--- config.mk ---
export PLATFORM = sky130hd
export DESIGN_NAME = simmem_delay_line
export DESIGN_NICKNAME = d
export VERILOG_FILES = /design/src/rtl/simmem_pkg.sv /design/src/rtl/simmem_delay_lane.sv /design/src/rtl/simmem_delay_line.sv
export SDC_FILE = /design/constraint.sdc
export NUM_CORES = 1
export LEC_CHECK = 0
export ABC_AREA = 0
export BUFFER_PORTS_ARGS = -buffer_cell sky130_fd_sc_hd__buf_2
export CORE_MARGIN = 1.5
export CORE_UTILIZATION = 40
export DETAILED_ROUTE_END_ITERATION = 8
export GPL_ROUTABILITY_DRIVEN = 0
export SLEW_MARGIN = 20
export SYNTH_ARGS = -nofsm -noshare
export SYNTH_HDL_FRONTEND = slang
export SYNTH_SLANG_ARGS = --single-unit
--- constraint.sdc ---
create_clock -name clk_i -period 21.7 [get_ports clk_i]
set_input_delay 1.085 -clock clk_i [delete_from_list [all_inputs] [get_ports clk_i]]
set_output_delay 1.085 -clock clk_i [all_outputs]
set_load 0.01 [all_outputs]
--- src/rtl/simmem_pkg.sv ---
// simmem_pkg: shared types and sizing helpers for the simulated-memory delay line.
// Optional statistics build switch: SIMMEM_DELAY_STATS_EN (see simmem_delay_line).
package simmem_pkg;

   // Default geometry of one lane; modules override these through their own parameters.
   localparam int DefaultDataWidth    = 64;
   localparam int DefaultCounterWidth = 8;
   localparam int DefaultDepth        = 8;

   // Pointer width carries one extra wrap bit so full and empty are distinguishable.
   function automatic int ptr_width(input int depth);
      return $clog2(depth) + 1;
   endfunction

   localparam int DefaultPtrW = ptr_width(DefaultDepth);

   // One lane entry: message, release timestamp and sticky ripe flag.
   typedef struct packed {
      logic [DefaultDataWidth-1:0]    msg;
      logic [DefaultCounterWidth-1:0] rel_ts;
      logic                           ripe;
   } lane_entry_t;

endpackage

--- src/rtl/simmem_delay_lane.sv ---
// simmem_delay_lane: one in-order FIFO lane whose head is released only once its
// timestamp has been reached. Statistics ports exist when SIMMEM_DELAY_STATS_EN is defined.
module simmem_delay_lane
   import simmem_pkg::*;
#(
   parameter int  DataWidth    = 64,
   parameter int  Depth        = 8,
   parameter int  CounterWidth = 8,
   localparam int PtrW         = ptr_width(Depth)
) (
   input  logic                    clk_i,
   input  logic                    rst_ni,
   input  logic [CounterWidth-1:0] now_i,
   input  logic [CounterWidth-1:0] delay_i,
   input  logic                    in_valid_i,
   output logic                    in_ready_o,
   input  logic [DataWidth-1:0]    in_data_i,
   output logic                    out_valid_o,
   input  logic                    out_ready_i,
   output logic [DataWidth-1:0]    out_data_o
`ifdef SIMMEM_DELAY_STATS_EN
   ,
   output logic [PtrW-1:0]         occupancy_o,
   output logic [31:0]             stall_cnt_o
`endif
);

   localparam int IdxW = PtrW - 1;

   typedef struct packed {
      logic [DataWidth-1:0]    msg;
      logic [CounterWidth-1:0] rel_ts;
   } payload_t;

   payload_t         mem_q [Depth];
   logic [Depth-1:0] ripe_q, ripe_d;
   logic [PtrW-1:0]  wr_ptr_q, wr_ptr_d;
   logic [PtrW-1:0]  rd_ptr_q, rd_ptr_d;
   logic             ready_en_q;
   logic [IdxW-1:0]  wr_idx, rd_idx;
   logic [PtrW-1:0]  count;
   logic [Depth-1:0] occupied;
   logic             full, empty, push, pop;
   payload_t         head;

   assign wr_idx = wr_ptr_q[IdxW-1:0];
   assign rd_idx = rd_ptr_q[IdxW-1:0];
   assign full   = (wr_ptr_q[PtrW-1] != rd_ptr_q[PtrW-1]) && (wr_idx == rd_idx);
   assign empty  = (wr_ptr_q == rd_ptr_q);
   assign count  = wr_ptr_q - rd_ptr_q;
   assign head   = mem_q[rd_idx];

   // The head may release in the very cycle its timestamp matches, before the ripe bit lands.
   assign out_valid_o = !empty && (ripe_q[rd_idx] || (head.rel_ts == now_i));
   assign out_data_o  = empty ? '0 : head.msg;

   // Ready depends only on registered state, never on out_ready_i.
   assign in_ready_o = ready_en_q && !full;
   assign push       = in_valid_i && in_ready_o;
   assign pop        = out_valid_o && out_ready_i;

   // Next-state for the pointers and the sticky per-entry ripe bits.
   always_comb begin
      // NOTE: every signal written here gets a default first, so no latch is inferred.
      wr_ptr_d = wr_ptr_q;
      rd_ptr_d = rd_ptr_q;
      ripe_d   = ripe_q;
      occupied = '0;
      for (int i = 0; i < Depth; i++) begin
         occupied[i] = {1'b0, IdxW'(i) - rd_idx} < count;
         if (occupied[i] && (mem_q[i].rel_ts == now_i)) ripe_d[i] = 1'b1;
      end
      if (pop) begin
         ripe_d[rd_idx] = 1'b0;
         rd_ptr_d       = rd_ptr_q + PtrW'(1);
      end
      if (push) begin
         ripe_d[wr_idx] = 1'b0;
         wr_ptr_d       = wr_ptr_q + PtrW'(1);
      end
   end

   // Control state: pointers, ripe bits, and the ready enable that rises one edge after reset.
   always_ff @(posedge clk_i or negedge rst_ni) begin
      // NOTE: clocked state uses non-blocking assignments only, so every reader sees pre-edge values.
      if (!rst_ni) begin
         wr_ptr_q   <= '0;
         rd_ptr_q   <= '0;
         ripe_q     <= '0;
         ready_en_q <= 1'b0;
      end else begin
         wr_ptr_q   <= wr_ptr_d;
         rd_ptr_q   <= rd_ptr_d;
         ripe_q     <= ripe_d;
         ready_en_q <= 1'b1;
      end
   end

   // Payload storage, written on accept with the absolute release time.
   // NOTE: the payload array is deliberately not reset; pointers and ripe bits gate every use of it.
   always_ff @(posedge clk_i) begin
      if (push) mem_q[wr_idx] <= '{msg: in_data_i, rel_ts: now_i + delay_i + CounterWidth'(1)};
   end

`ifdef SIMMEM_DELAY_STATS_EN
   logic [31:0] stall_q;

   // Saturating count of cycles where a ripe head is held back by the consumer.
   always_ff @(posedge clk_i or negedge rst_ni) begin
      if (!rst_ni) begin
         stall_q <= '0;
      end else if (out_valid_o && !out_ready_i && (stall_q != '1)) begin
         stall_q <= stall_q + 32'd1;
      end
   end

   assign occupancy_o = count;
   assign stall_cnt_o = stall_q;
`endif

endmodule

--- src/rtl/simmem_delay_line.sv ---
// simmem_delay_line: NumChannels independent timed response lanes sharing one timestamp counter.
// Define SIMMEM_DELAY_STATS_EN to add per-lane occupancy_o and stall_cnt_o outputs.
module simmem_delay_line
   import simmem_pkg::*;
#(
   parameter int NumChannels  = 2,
   parameter int DataWidth    = 64,
   parameter int Depth        = 8,
   parameter int CounterWidth = 8
) (
   input  logic                             clk_i,
   input  logic                             rst_ni,
   input  logic [CounterWidth-1:0]          delay_i,
   input  logic [NumChannels-1:0]           in_valid_i,
   output logic [NumChannels-1:0]           in_ready_o,
   input  logic [NumChannels*DataWidth-1:0] in_data_i,
   output logic [NumChannels-1:0]           out_valid_o,
   input  logic [NumChannels-1:0]           out_ready_i,
   output logic [NumChannels*DataWidth-1:0] out_data_o
`ifdef SIMMEM_DELAY_STATS_EN
   ,
   output logic [NumChannels*ptr_width(Depth)-1:0] occupancy_o,
   output logic [NumChannels*32-1:0]               stall_cnt_o
`endif
);

   logic [CounterWidth-1:0] now_q;

   // Free-running timestamp shared by all lanes; wraps modulo 2^CounterWidth.
   always_ff @(posedge clk_i or negedge rst_ni) begin
      if (!rst_ni) now_q <= '0;
      else         now_q <= now_q + CounterWidth'(1);
   end

   for (genvar g = 0; g < NumChannels; g++) begin : g_lane
      simmem_delay_lane #(
         .DataWidth    (DataWidth),
         .Depth        (Depth),
         .CounterWidth (CounterWidth)
      ) u_lane (
         .clk_i       (clk_i),
         .rst_ni      (rst_ni),
         .now_i       (now_q),
         .delay_i     (delay_i),
         .in_valid_i  (in_valid_i[g]),
         .in_ready_o  (in_ready_o[g]),
         .in_data_i   (in_data_i[g*DataWidth +: DataWidth]),
         .out_valid_o (out_valid_o[g]),
         .out_ready_i (out_ready_i[g]),
         .out_data_o  (out_data_o[g*DataWidth +: DataWidth])
`ifdef SIMMEM_DELAY_STATS_EN
         ,
         .occupancy_o (occupancy_o[g*ptr_width(Depth) +: ptr_width(Depth)]),
         .stall_cnt_o (stall_cnt_o[g*32 +: 32])
`endif
      );
   end

endmodule

## Yosys cells after proc, flatten, opt, wreduce, memory -nomap -nowiden

Memories as Yosys holds them, arrays and structs flattened.
Index checks and enable logic that the tools add are counted.

| storage, ports and cells | value |
|---|---|
| register bits after elaboration | 41 |
| bits in writable memories | 1,152 |
| bits of input ports | 142 |
| output and inout port bits | 132 |
| word-level logic and storage cells | 165 |
| memories | 2 |

| cells by class | value |
|---|---|
| add/subtract/negate cells | 25 |
| $lt $le $gt $ge | 24 |
| equal/unequal tests | 24 |
| mux-type cells | 38 |
| bitwise operators | 8 |
| reductions and logical operators | 36 |

Memory list:

| memory | depth | bits a word | rd ports | clocked after memory_dff | wr ports | RTL line | RTL |
|---|---|---|---|---|---|---|---|
| g_lane[0].u_lane.mem_q | 8 | 72 | 9 | 0 | 1 | simmem_delay_lane.sv:35 | `payload_t mem_q [Depth];` |
| g_lane[1].u_lane.mem_q | 8 | 72 | 9 | 0 | 1 | simmem_delay_lane.sv:35 |  |

Operators with widths:

| cell | count |
|---|---|
| equality test 8 bit | 18 |
| two-way mux 64 bit | 2 |
| < comparator 3 x 4 -> 1 bit | 16 |
| AND 8 bit | 4 |
| two-way mux 8 bit | 4 |
| NOT 8 bit | 4 |
| logical AND 1 bit | 30 |
| two-way mux 1 bit | 26 |
| subtractor 3 bit, first input constant | 8 |
| adder 4 x 1 -> 4 bit, second input constant | 4 |
| adder 8 x 1 -> 8 bit, second input constant | 2 |
| < comparator 3 x 4 -> 1 bit, second input constant | 4 |
| demux 1 bit (select 3 bit) | 4 |
| greater-or-equal comparator 3 x 1 -> 1 bit, second input constant | 4 |
| subtractor 1 x 3 -> 3 bit, first input constant | 4 |
| subtractor 2 x 3 -> 3 bit, first input constant | 4 |
| adder 8 bit | 1 |
| equality test 4 bit | 2 |
| subtractor 4 bit | 2 |
| binary-select mux 1 bit (select 3 bit) | 2 |
| equality test 3 bit | 2 |
| zero test 1 bit | 4 |
| logical OR 1 bit | 2 |
| != test 1 bit | 2 |

## Depth between registers and ports, before layout

Gate-level depths: netlist of run 1.

| logic depth | value |
|---|---|
| depth in word-level cells | 9 |
| mapped depth | 12 |
| mapped depth without buffers | 10 |

## Hierarchy

A second synthesis of run 1 with hierarchy kept.

| unflattened totals | value |
|---|---|
| cells, all modules | 2,532 |
| area, all modules | 48,310.1 sq um |

Modules (own cells, without submodules):

| module | instances | cells each | area an instance (sq um) | seq. area each (sq um) |
|---|---|---|---|---|
| simmem_delay_lane at g_lane[1].u_lane | 1 | 1,259 | 24,014.3 | 17,722.0 |
| simmem_delay_lane at g_lane[0].u_lane | 1 | 1,249 | 23,979.2 | 17,722.0 |
| simmem_delay_line | 1 | 24 | 316.6 | 200.2 |

## Worst setup path after synthesis of run 1

OpenSTA, ideal clock, no wires.

| path | value |
|---|---|
| kind | register to register |
| start | register g_lane[0].u_lane.rd_ptr_q[2] |
| end | register g_lane[0].u_lane.ripe_q[0] |
| arrival | 7,465 ps |
| data required time | 21,555 ps |
| path slack | 14,090 ps |
| cell stages (with the launch flop) | 13 |
| path buffers | 3 |
| clock period less this slack | 7,610 ps |
| cell sequence | dfrtp_1 -> buf_2 -> inv_1 -> buf_1 -> ha_1 -> nand3_1 -> o21a_1 -> and2_1 -> clkbuf_1 -> nand2_1 -> nor3_1 -> o21bai_1 -> a41oi_1 |

| between the ends | value |
|---|---|
| elaborated cells between the ends (all ways) | 29 |
| those cells by class | add/sub (2); order compare (3); eq/ne (3); mux (7); bitwise (3); reduce/logical (10); memory (1) |

RTL lines:

| what | RTL line | RTL |
|---|---|---|
| from (decl) | simmem_delay_lane.sv:38 | `logic [PtrW-1:0] rd_ptr_q, rd_ptr_d;` |
| from (signal assigned) | simmem_delay_lane.sv:93 | `rd_ptr_q <= rd_ptr_d;` |
| equality test 3 bit | simmem_delay_lane.sv:48 | `assign full = (wr_ptr_q[PtrW-1] != rd_ptr_q[PtrW-1]) && (wr_idx == rd_idx);` |
| logical AND 1 bit | simmem_delay_lane.sv:48 |  |
| zero test 1 bit | simmem_delay_lane.sv:58 | `assign in_ready_o = ready_en_q && !full;` |
| logical AND 1 bit | simmem_delay_lane.sv:58 |  |
| named net g_lane[0].u_lane.in_ready_o | simmem_delay_lane.sv:16 | `output logic in_ready_o,` |
| logical AND 1 bit | simmem_delay_lane.sv:59 | `assign push = in_valid_i && in_ready_o;` |
| two-way mux 8 bit | simmem_delay_lane.sv:77 | `if (push) begin` |
| named net g_lane[0].u_lane.ripe_d[0] | simmem_delay_lane.sv:36 | `logic [Depth-1:0] ripe_q, ripe_d;` |
| to (signal assigned) | simmem_delay_lane.sv:94 | `ripe_q <= ripe_d;` |
| to (decl) | simmem_delay_lane.sv:36 |  |

The timed path passes the listed nets, and every way through them passes these cells. The select of a mux whose other input is x is not followed.
A chain may end at the register's enable or synchronous reset.

## Worst setup path in the final report of run 1

| path | value |
|---|---|
| start | register g_lane[0].u_lane.rd_ptr_q[0] |
| end | output port out_valid_o[0] |

| between the ends | value |
|---|---|
| longest elaborated chain between the ends | 4 |
| elaborated cells between the ends (all ways) | 8 |
| those cells by class | eq/ne (2); mux (2); reduce/logical (3); memory (1) |

Ends and longest elaborated chain:

| what | RTL line | RTL |
|---|---|---|
| memory (8 x 72 bit) / binary-select mux 1 bit (select 3 bit) (equally long branches) | n/a |  |
| equality test 8 bit / two-way mux 1 bit (equally long branches) | simmem_delay_lane.sv:54 | `assign out_valid_o = !empty && (ripe_q[rd_idx] \|\| (head.rel_ts == now_i));` |
| logical OR 1 bit | simmem_delay_lane.sv:54 |  |
| logical AND 1 bit * | simmem_delay_lane.sv:54 |  |
| to (decl) | simmem_delay_line.sv:17 | `output logic [NumChannels-1:0] out_valid_o,` |

Every way passes the cells marked *; elsewhere a longest branch is shown, timed or not. The select of a mux whose other input is x is not followed.

==> results.yml, run 1 <==
sta:
  totalNegativeSetupSlack_ns: 0
  unrepaired_setup_endpoints_after_global_routing: "false"
  timing.final.crit_share_pct: 24.8
  final_clock_skew_ns: 0.0393
  final_max_slew_viol_count: 0
  timing.final.crit_period_ns: 5.39
  relSlewSlack_pct: 26.4
  setup_viol: 0
  slew_at_the_pin_closest_to_its_max_slew_limit_ns: 1.10
  setup_ws_ns: 16.31
  fmaxAchievable_ghz: 0.186
  final-hold-violation-count: 0
finish:
  relative_area_change_from_synthesis_to_final_layout_pct: 15.3
  proportion_of_layout_cells_with_a_drive_suffix_above_1_pct: 28.0
  final_cell_mix: "1,152 x sky130_fd_sc_hd__edfxtp_1, 298 x sky130_fd_sc_hd__nand2_1, 280 x sky130_fd_sc_hd__mux4_2, 272 x sky130_fd_sc_hd__buf_2, 135 x sky130_fd_sc_hd__a21oi_1"
  final-seq-area_um2: 35600
  final_common_cell: "sky130_fd_sc_hd__edfxtp_1"
  multi_input_comb_area_um2: 11900
  fin_nets: 2999
  fillers: 10000
drt:
  drcViolationCount: 0
  detailroute.via_count: 24200
  detail_route.iter0.violations: 2039
  drt_first_pass_iters: 6
  routed_wire_length_per_instance_um: 24.8
  top_signal_layer_used: "met5"
  drt_wl_total_um: 112000
  routed_met2_length_um: 55700
  drtAntennaViolNets: 0
  drt-met1-wl_um: 45900
  detailroute.wirelength.met3_um: 7800
  via_per_inst: 5.34
synth:
  syn-num-nets: 2687
  synth_async_sr_flop_share_pct: 3.44
  synth_edf_count: 1152
  synth-warning-count: 0
  syn_area_per_cell_um2: 19.2
  post_synth_inst_count: 2508
  synth.lib_cells_used.distinct: 50
  predominant_post_synthesis_flop_cell: "sky130_fd_sc_hd__edfxtp_1"
  mappedNetlistArea_um2: 48000
  ys_seq_area_share_pct: 74.1
  flops_latches_synth: 1193
floorplan:
  floorplan.initialDensity_pct: 40.5
  die_w_um: 350
  ios: 274
  core_area_um2: 119000
  fp.dieH_um: 350
  die-area_um2: 122000
  core.rowCount: 126
placement:
  dp.final_hpwl_um: 65300
  dp_slack_ns: 16.53
  port-buffer-count: 273
power_and_ir_drop:
  ir_worst_vdd_v: 0.0000972
  powerDensity_nw_per_um2: 131
  leakage_uw: 0.0185
clocking:
  postCtsHoldBufs: 0
  path_clk_slew_ns: 0.06
  cts_tree: "built"
  post_cts.repair.setup_buffers: 0
  clock_sinks: 1193
  clock_tree.htree_level_count: 3
  root_buffer: "sky130_fd_sc_hd__clkbuf_16"
  numCtsBuffers: 121
  clk_latency_ns: 0.74
  clock_tree.buffer_depth: 3
  post_cts_resized: 0
grt:
  overflow: 0
  first_global_vias: 26000
  grt_pass1_wl_um: 169000
  antenna_found_initial: 26
  pin_count_of_the_biggest_net_entering_global_routing: 109
  track_usage_pct: 18.5
critical_path:
  critical_path_peak_fanout: 108
  timing.critical_path.from_type: "flip-flop"
  cp_data_arrival_time_ns: 4.30
  critPathKind: "reg2out"
  worst-endpoint-required_ns: 20.61
  critPathCaptureType: "primary output"
status:
  run_status: "complete, no violations"
run:
  drv.max_cap_violation_count: 0
worst_hold_path:
  min-delay-path-class: "in2async"
==> per-layer routing <==
metal	GRT usage, %	vias to the layer above
met3	4.58	217
met1	23.7	12700
met4	5.25	36
li1	-	10600
met2	31.3	678
met5	0	-
==> metrics by stage <==
stage          power, uW  area (um^2)  hold slack [ns]  cells  util [%]
2_1_floorplan       4490        48000            0.462   2508         -
3_3_place_gp        5300        51400            0.476   4294      43.3
3_5_place_dp        5330        51400            0.479   4294      43.3
4_1_cts             7360        55300            0.489   4523      46.6
5_1_grt             7630        55400            0.413   4528      46.7
6_report            7270        55400            0.402   4536      46.7
==> final timing paths <==
kind / startpoint / to / slack [ns] / depth (start not counted)
setup reg to reg: g_lane[1].u_lane.rd_ptr_q[1]$_DFFE_PN0N_ / g_lane[1].u_lane.mem_q[7][50]$_DFFE_PP_ / 16.82 / 9
min in group clk_i: g_lane[1].u_lane.wr_ptr_q[3]$_DFFE_PN0P_ / g_lane[1].u_lane.wr_ptr_q[3]$_DFFE_PN0P_ / 0.49 / 1
hold reg to reg: g_lane[1].u_lane.wr_ptr_q[3]$_DFFE_PN0P_ / g_lane[1].u_lane.wr_ptr_q[3]$_DFFE_PN0P_ / 0.49 / 1
setup / recovery: g_lane[0].u_lane.rd_ptr_q[0]$_DFFE_PN0N_ / out_valid_o[0] / 16.31 / 8
max in group asynchronous: rst_ni / g_lane[1].u_lane.rd_ptr_q[1]$_DFFE_PN0N_ / 20.80 / 1
hold / removal: rst_ni / now_q[5]$_DFF_PN0_ / 0.40 / 1
==> registers in the layout, summed over array words and instances, names as in the netlist <==
| name | cells |
|---|---|
| g_lane.u_lane.rd_ptr_q | 8 |
| now_q | 8 |
| g_lane.u_lane.ripe_q | 16 |
| g_lane.u_lane.wr_ptr_q | 8 |
| g_lane.u_lane.ready_en_q | 1 |
| g_lane.u_lane.mem_q | 1152 |
==> critical path, cell delays in order, from the launching register on <==
cell,delay (ns)
sky130_fd_sc_hd__dfrtp_4,1.01
sky130_fd_sc_hd__buf_12,0.69
sky130_fd_sc_hd__mux4_2,0.60
sky130_fd_sc_hd__mux2i_1,0.18
sky130_fd_sc_hd__xnor2_1,0.08
sky130_fd_sc_hd__a2111o_1,0.35
sky130_fd_sc_hd__o22a_1,0.30
sky130_fd_sc_hd__nor2_1,0.12
sky130_fd_sc_hd__buf_2,0.14
==> logic make-up (layout without fill, tap and decap cells) <==
logic type                 Yosys count  count (layout)  share of synthesized area [%]
muxes                              317             317                           13.9
xor gates and xnor gates           172             172                           3.14
AOI/OAI and AO/OA                  205             205                           2.42
and+or+nand+nor                    407             407                           3.61
adders and majority gates           53              53                           1.34
other                                1              11                        0.00781
DFF                               1193            1193                           74.1
buffers and inverters              160             578                           1.43
==> where the power goes <==
group	internal, uW	leakage [uW]	switching, uW
Combinational	986	0.00567	1360
Clock	1150	0.00190	883
Sequential	2740	0.0109	149
Total	4870	0.0185	2390
==> cells in the mapped netlist (2+ instances only) <==
| library cell | number | share of area (%) |
|---|---|---|
| sky130_fd_sc_hd__nand2_1 | 298 | 2.3 |
| sky130_fd_sc_hd__nor2_1 | 30 | 0.23 |
| sky130_fd_sc_hd__a31o_2 | 2 | 0.036 |
| sky130_fd_sc_hd__o21ai_0 | 15 | 0.16 |
| sky130_fd_sc_hd__a21oi_1 | 135 | 1.4 |
| sky130_fd_sc_hd__a21boi_0 | 2 | 0.031 |
| sky130_fd_sc_hd__a2111oi_0 | 3 | 0.055 |
| sky130_fd_sc_hd__o21bai_1 | 2 | 0.031 |
| sky130_fd_sc_hd__buf_6 | 4 | 0.094 |
| sky130_fd_sc_hd__nor2b_1 | 6 | 0.078 |
| sky130_fd_sc_hd__ha_1 | 34 | 0.89 |
| sky130_fd_sc_hd__buf_2 | 28 | 0.29 |
| sky130_fd_sc_hd__fa_1 | 3 | 0.13 |
| sky130_fd_sc_hd__and4_1 | 3 | 0.055 |
| sky130_fd_sc_hd__xnor2_1 | 38 | 0.69 |
| sky130_fd_sc_hd__nor3_1 | 7 | 0.073 |
| sky130_fd_sc_hd__o21a_1 | 2 | 0.031 |
| sky130_fd_sc_hd__mux2i_1 | 37 | 0.77 |
| sky130_fd_sc_hd__maj3_1 | 16 | 0.33 |
| sky130_fd_sc_hd__nand3_1 | 7 | 0.073 |
| sky130_fd_sc_hd__dfrtp_1 | 41 | 2.1 |
| sky130_fd_sc_hd__a311oi_1 | 4 | 0.073 |
| sky130_fd_sc_hd__xor2_1 | 134 | 2.4 |
| sky130_fd_sc_hd__a22oi_1 | 4 | 0.063 |
| sky130_fd_sc_hd__and2_1 | 7 | 0.091 |
| sky130_fd_sc_hd__nand4_1 | 5 | 0.065 |
| sky130_fd_sc_hd__inv_1 | 21 | 0.16 |
| sky130_fd_sc_hd__a31oi_1 | 16 | 0.21 |
| sky130_fd_sc_hd__and3_1 | 5 | 0.065 |
| sky130_fd_sc_hd__inv_2 | 2 | 0.016 |
| sky130_fd_sc_hd__a211oi_1 | 11 | 0.17 |
| sky130_fd_sc_hd__mux4_2 | 280 | 13 |
| sky130_fd_sc_hd__buf_1 | 33 | 0.26 |
| sky130_fd_sc_hd__nand2b_1 | 5 | 0.065 |
| sky130_fd_sc_hd__clkbuf_1 | 65 | 0.51 |
| sky130_fd_sc_hd__a21o_1 | 3 | 0.047 |
| sky130_fd_sc_hd__edfxtp_1 | 1152 | 72 |
| sky130_fd_sc_hd__buf_4 | 6 | 0.094 |
| sky130_fd_sc_hd__nor4_1 | 31 | 0.40 |
==> layout make-up <==
cell class	instances	area share (%)
flip-flops and latches	1193	64.4
multi-input cells	1155	21.5
clock buffers	151	5.72
well taps	1600	3.61
repair buffers	325	3.28
clock inverters	78	1.33
inverters	24	0.163
diodes	10	0.0452
No activity file was read; power rests on OpenSTA's default activity.
==> run 2, diff against run 1 <==
--- a/config.mk
+++ b/config.mk
@@ -5,7 +5,7 @@
 export SDC_FILE = /design/constraint.sdc
 export NUM_CORES = 1
 export LEC_CHECK = 0
-export ABC_AREA = 0
+export ABC_AREA = 1
 export BUFFER_PORTS_ARGS = -buffer_cell sky130_fd_sc_hd__buf_2
 export CORE_MARGIN = 1.5
 export CORE_UTILIZATION = 40
==> constraint.sdc (replaced) <==
create_clock -name clk_i -period 5.5 [get_ports clk_i]
set_input_delay 0.275 -clock clk_i [delete_from_list [all_inputs] [get_ports clk_i]]
set_output_delay 0.275 -clock clk_i [all_outputs]
set_load 0.01 [all_outputs]
==> results.yml, run 2 <==
status:
  run_status: "complete, no violations"
finish:
  top_register: "g_lane.u_lane.mem_q"
  final-seq-area_um2: 35600
  fin_nets: 4606
  leading_registers_by_flop_count: "g_lane.u_lane.mem_q (1152), g_lane.u_lane.ripe_q (16)"
  largest_reg_flops: 1152
  final_cell_mix: "1,152 x sky130_fd_sc_hd__edfxtp_1, 856 x sky130_fd_sc_hd__nor2_1, 667 x sky130_fd_sc_hd__o21ai_0, 307 x sky130_fd_sc_hd__nand2_1, 273 x sky130_fd_sc_hd__buf_2"
  final_common_cell: "sky130_fd_sc_hd__edfxtp_1"
  finalCoreUtilization_pct: 47.3
  final_design_area_no_fill_um2: 58300
  multi_input_comb_area_um2: 12500
  final_cell_count_no_fill: 6171
  fillers: 11000
  proportion_of_layout_cells_with_a_drive_suffix_above_1_pct: 12.6
  relative_area_change_from_synthesis_to_final_layout_pct: 17.5
synth:
  yosys-mux-area-fraction_pct: 0
  synth_async_sr_flop_share_pct: 3.44
  synthTopCellsByCount: "1,152 x sky130_fd_sc_hd__edfxtp_1, 872 x sky130_fd_sc_hd__nor2_1, 667 x sky130_fd_sc_hd__o21ai_0, 309 x sky130_fd_sc_hd__nand2_1, 151 x sky130_fd_sc_hd__clkbuf_1"
  synth.lib_cells_used.distinct: 39
  synth.top_cell.area_share_pct: 69.7
  mappedNetlistArea_um2: 49600
  synth-xor-area-share_pct: 2.28
  post_synth_inst_count: 4087
  synth_compound_gate_area_share_pct: 10.9
  synth_edf_count: 1152
  synth_area_leader_cell: "sky130_fd_sc_hd__edfxtp_1"
  ys_seq_area_share_pct: 71.8
  predominant_post_synthesis_flop_cell: "sky130_fd_sc_hd__edfxtp_1"
  synthSimpleGateAreaFrac_pct: 10.6
  synth-warning-count: 0
  synth.most_common_cell: "sky130_fd_sc_hd__edfxtp_1"
  dominant_combinational_cell_family_by_area_after_synthesis: "compound AO/OA/AOI/OAI gates"
  syn-num-nets: 4266
  syn_area_per_cell_um2: 12.1
  yosys.area_share.adder_pct: 1.02
  synth_top_cells_by_area: "sky130_fd_sc_hd__edfxtp_1 70%, sky130_fd_sc_hd__o21ai_0 6.7%, sky130_fd_sc_hd__nor2_1 6.6%"
  flops_latches_synth: 1193
floorplan:
  core_area_um2: 123000
  floorplan.initialDensity_pct: 40.2
  fp.dieH_um: 355
  die-area_um2: 126000
  core.rowCount: 129
  die_w_um: 355
  ios: 274
clocking:
  clock_tree.htree_level_count: 4
  root_buffer: "sky130_fd_sc_hd__clkbuf_16"
  cts_tree: "built"
  path_clk_slew_ns: 0.06
  clk_latency_ns: 0.78
  post_cts.repair.setup_buffers: 0
  numCtsBuffers: 131
  clock_sinks: 1193
  clock_tree.buffer_depth: 3
critical_path:
  worst-endpoint-required_ns: 5.22
  crit_path_frequent_cell: "sky130_fd_sc_hd__nand2_1"
  cp_top_family: "buffers and inverters"
  worstPathBufferInverterCount: 3
  cp_data_arrival_time_ns: 4.20
  worstReg2RegStart: "g_lane[0].u_lane.rd_ptr_q[1]$_DFFE_PN0N_"
  path_cells: "inv_4 -> buf_4 -> nor2_1 -> o21ai_0 -> nand3_1 -> nand2_1 -> nand2_1 -> nand2_1 -> nand2_1 -> nor2_1 -> nand2_1 -> a21boi_0 -> buf_2"
  timing.critical_path.from_type: "flip-flop"
  critPathKind: "reg2out"
  worst_setup_path_startpoint: "g_lane[0].u_lane.rd_ptr_q[1]$_DFFE_PN0N_"
  critPathCaptureType: "primary output"
  cpPeakStageDelay_ns: 0.74
  cp_slowest_cell: "sky130_fd_sc_hd__dfrtp_4"
  critical_path_peak_fanout: 60
grt:
  track_usage_pct: 20.1
  overflow: 0
  grt_pass1_wl_um: 194000
  pin_count_of_the_biggest_net_entering_global_routing: 232
  first_global_vias: 31700
  antenna_found_initial: 14
worst_hold_path:
  min-delay-path-class: "in2async"
drt:
  detailroute.via_count: 33000
  drtAntennaViolNets: 0
  drt_first_pass_iters: 5
  detail_route.iter0.violations: 3245
  drcViolationCount: 0
  routed_wire_length_per_instance_um: 20.8
  drt_wl_total_um: 129000
  via_per_inst: 5.34
sta:
  fmaxAchievable_ghz: 0.223
  unrepaired_setup_endpoints_after_global_routing: "false"
  final_max_slew_viol_count: 0
  final-hold-violation-count: 0
  relSlewSlack_pct: 19.1
  setup_viol: 0
  timing.final.crit_period_ns: 4.48
  slew_at_the_pin_closest_to_its_max_slew_limit_ns: 1.21
  final_clock_skew_ns: 0.0315
  timing.final.crit_share_pct: 81.4
placement:
  dp.final_hpwl_um: 71500
  dpl.cell_count: 5798
  placed_area_um2: 52700
  port-buffer-count: 273
power_and_ir_drop:
  powerDensity_nw_per_um2: 515
  leakage_uw: 0.0203
  ir_worst_vdd_v: 0.000482
run:
  drv.max_cap_violation_count: 0
==> run 2: final cells by class <==
| type | instances | share of cell area [%] |
|---|---|---|
| Antenna cell | 3 | 0.0129 |
| Clock buffer | 162 | 5.93 |
| Clock inverter | 75 | 1.32 |
| Inverter | 127 | 0.865 |
| Multi-Input combinational cell | 2503 | 21.4 |
| Sequential cell | 1193 | 61.1 |
| Tap cell | 1637 | 3.51 |
| Timing Repair Buffer | 471 | 5.79 |
==> run 2: through the flow <==
step / setup WS [ns] / power, uW / setup TNS (ns) / hold slack, ns
floorplan: -0.367 / 17900 / -151.80 / -0.0206
global placement: 1.52 / 21400 / 0 / 0.444
detailed placement: 1.45 / 21500 / 0 / 0.442
CTS: 0.951 / 30200 / 0 / 0.207
global route: 0.694 / 31600 / 0 / 0.267
finish: 1.02 / 30000 / 0 / 0.225
==> run 2: worst paths after layout <==
kind	to	slack, ns	cells past startpoint
max	out_valid_o[0]	1.02	13
min	g_lane[1].u_lane.ready_en_q$_DFF_PN0_	0.23	3
max reg2reg	g_lane[0].u_lane.mem_q[6][2]$_DFFE_PP_	1.51	9
min reg2reg	g_lane[0].u_lane.wr_ptr_q[3]$_DFFE_PN0P_	0.50	1
max in group asynchronous	g_lane[0].u_lane.rd_ptr_q[1]$_DFFE_PN0N_	4.78	3
min in group clk_i	g_lane[1].u_lane.mem_q[5][7]$_DFFE_PP_	0.31	3
==> run 2: per-layer routing <==
layer / routed length, um / share of wire (%) / up-vias / global-route usage, %
li1: - / - / 15400 / -
met1: 55400 / 43 / 16300 / 27.3
met2: 62200 / 48 / 1085 / 32.9
met3: 7980 / 6.2 / 185 / 3.26
met4: 2990 / 2.3 / 8 / 6.43
met5: 48 / 0.037 / - / 0
==> run 2: repair_timing <==
| action | in CTS | in global routing |
|---|---|---|
| resized for setup | 0 | 0 |
| endpoints found under the hold margin | 1086 | 0 |
| hold buffers | 133 | 0 |
==> run 2: kinds of logic (layout without fill, tap and decap cells) <==
kind of cell / Yosys count / after routing
and+or+nand+nor: 1334 / 1334
DFF: 1193 / 1193
AOI/OAI and AO/OA: 1000 / 1000
buffers and inverters: 391 / 835
xor gates and xnor gates: 129 / 129
adders and majority gates: 39 / 39
other: 1 / 4
==> run 2: worst min-delay path, cell delays in order <==
cell	delay, ns
sky130_fd_sc_hd__dlygate4sd3_1	0.55
sky130_fd_sc_hd__buf_2	0.11
sky130_fd_sc_hd__buf_4	0.51
==> run 2: report_power, final <==
part	internal, uW	switching [uW]	leakage, uW
sequential	10800	431	0.0109
clock	4990	3620	0.00207
combinational	3130	7050	0.00733
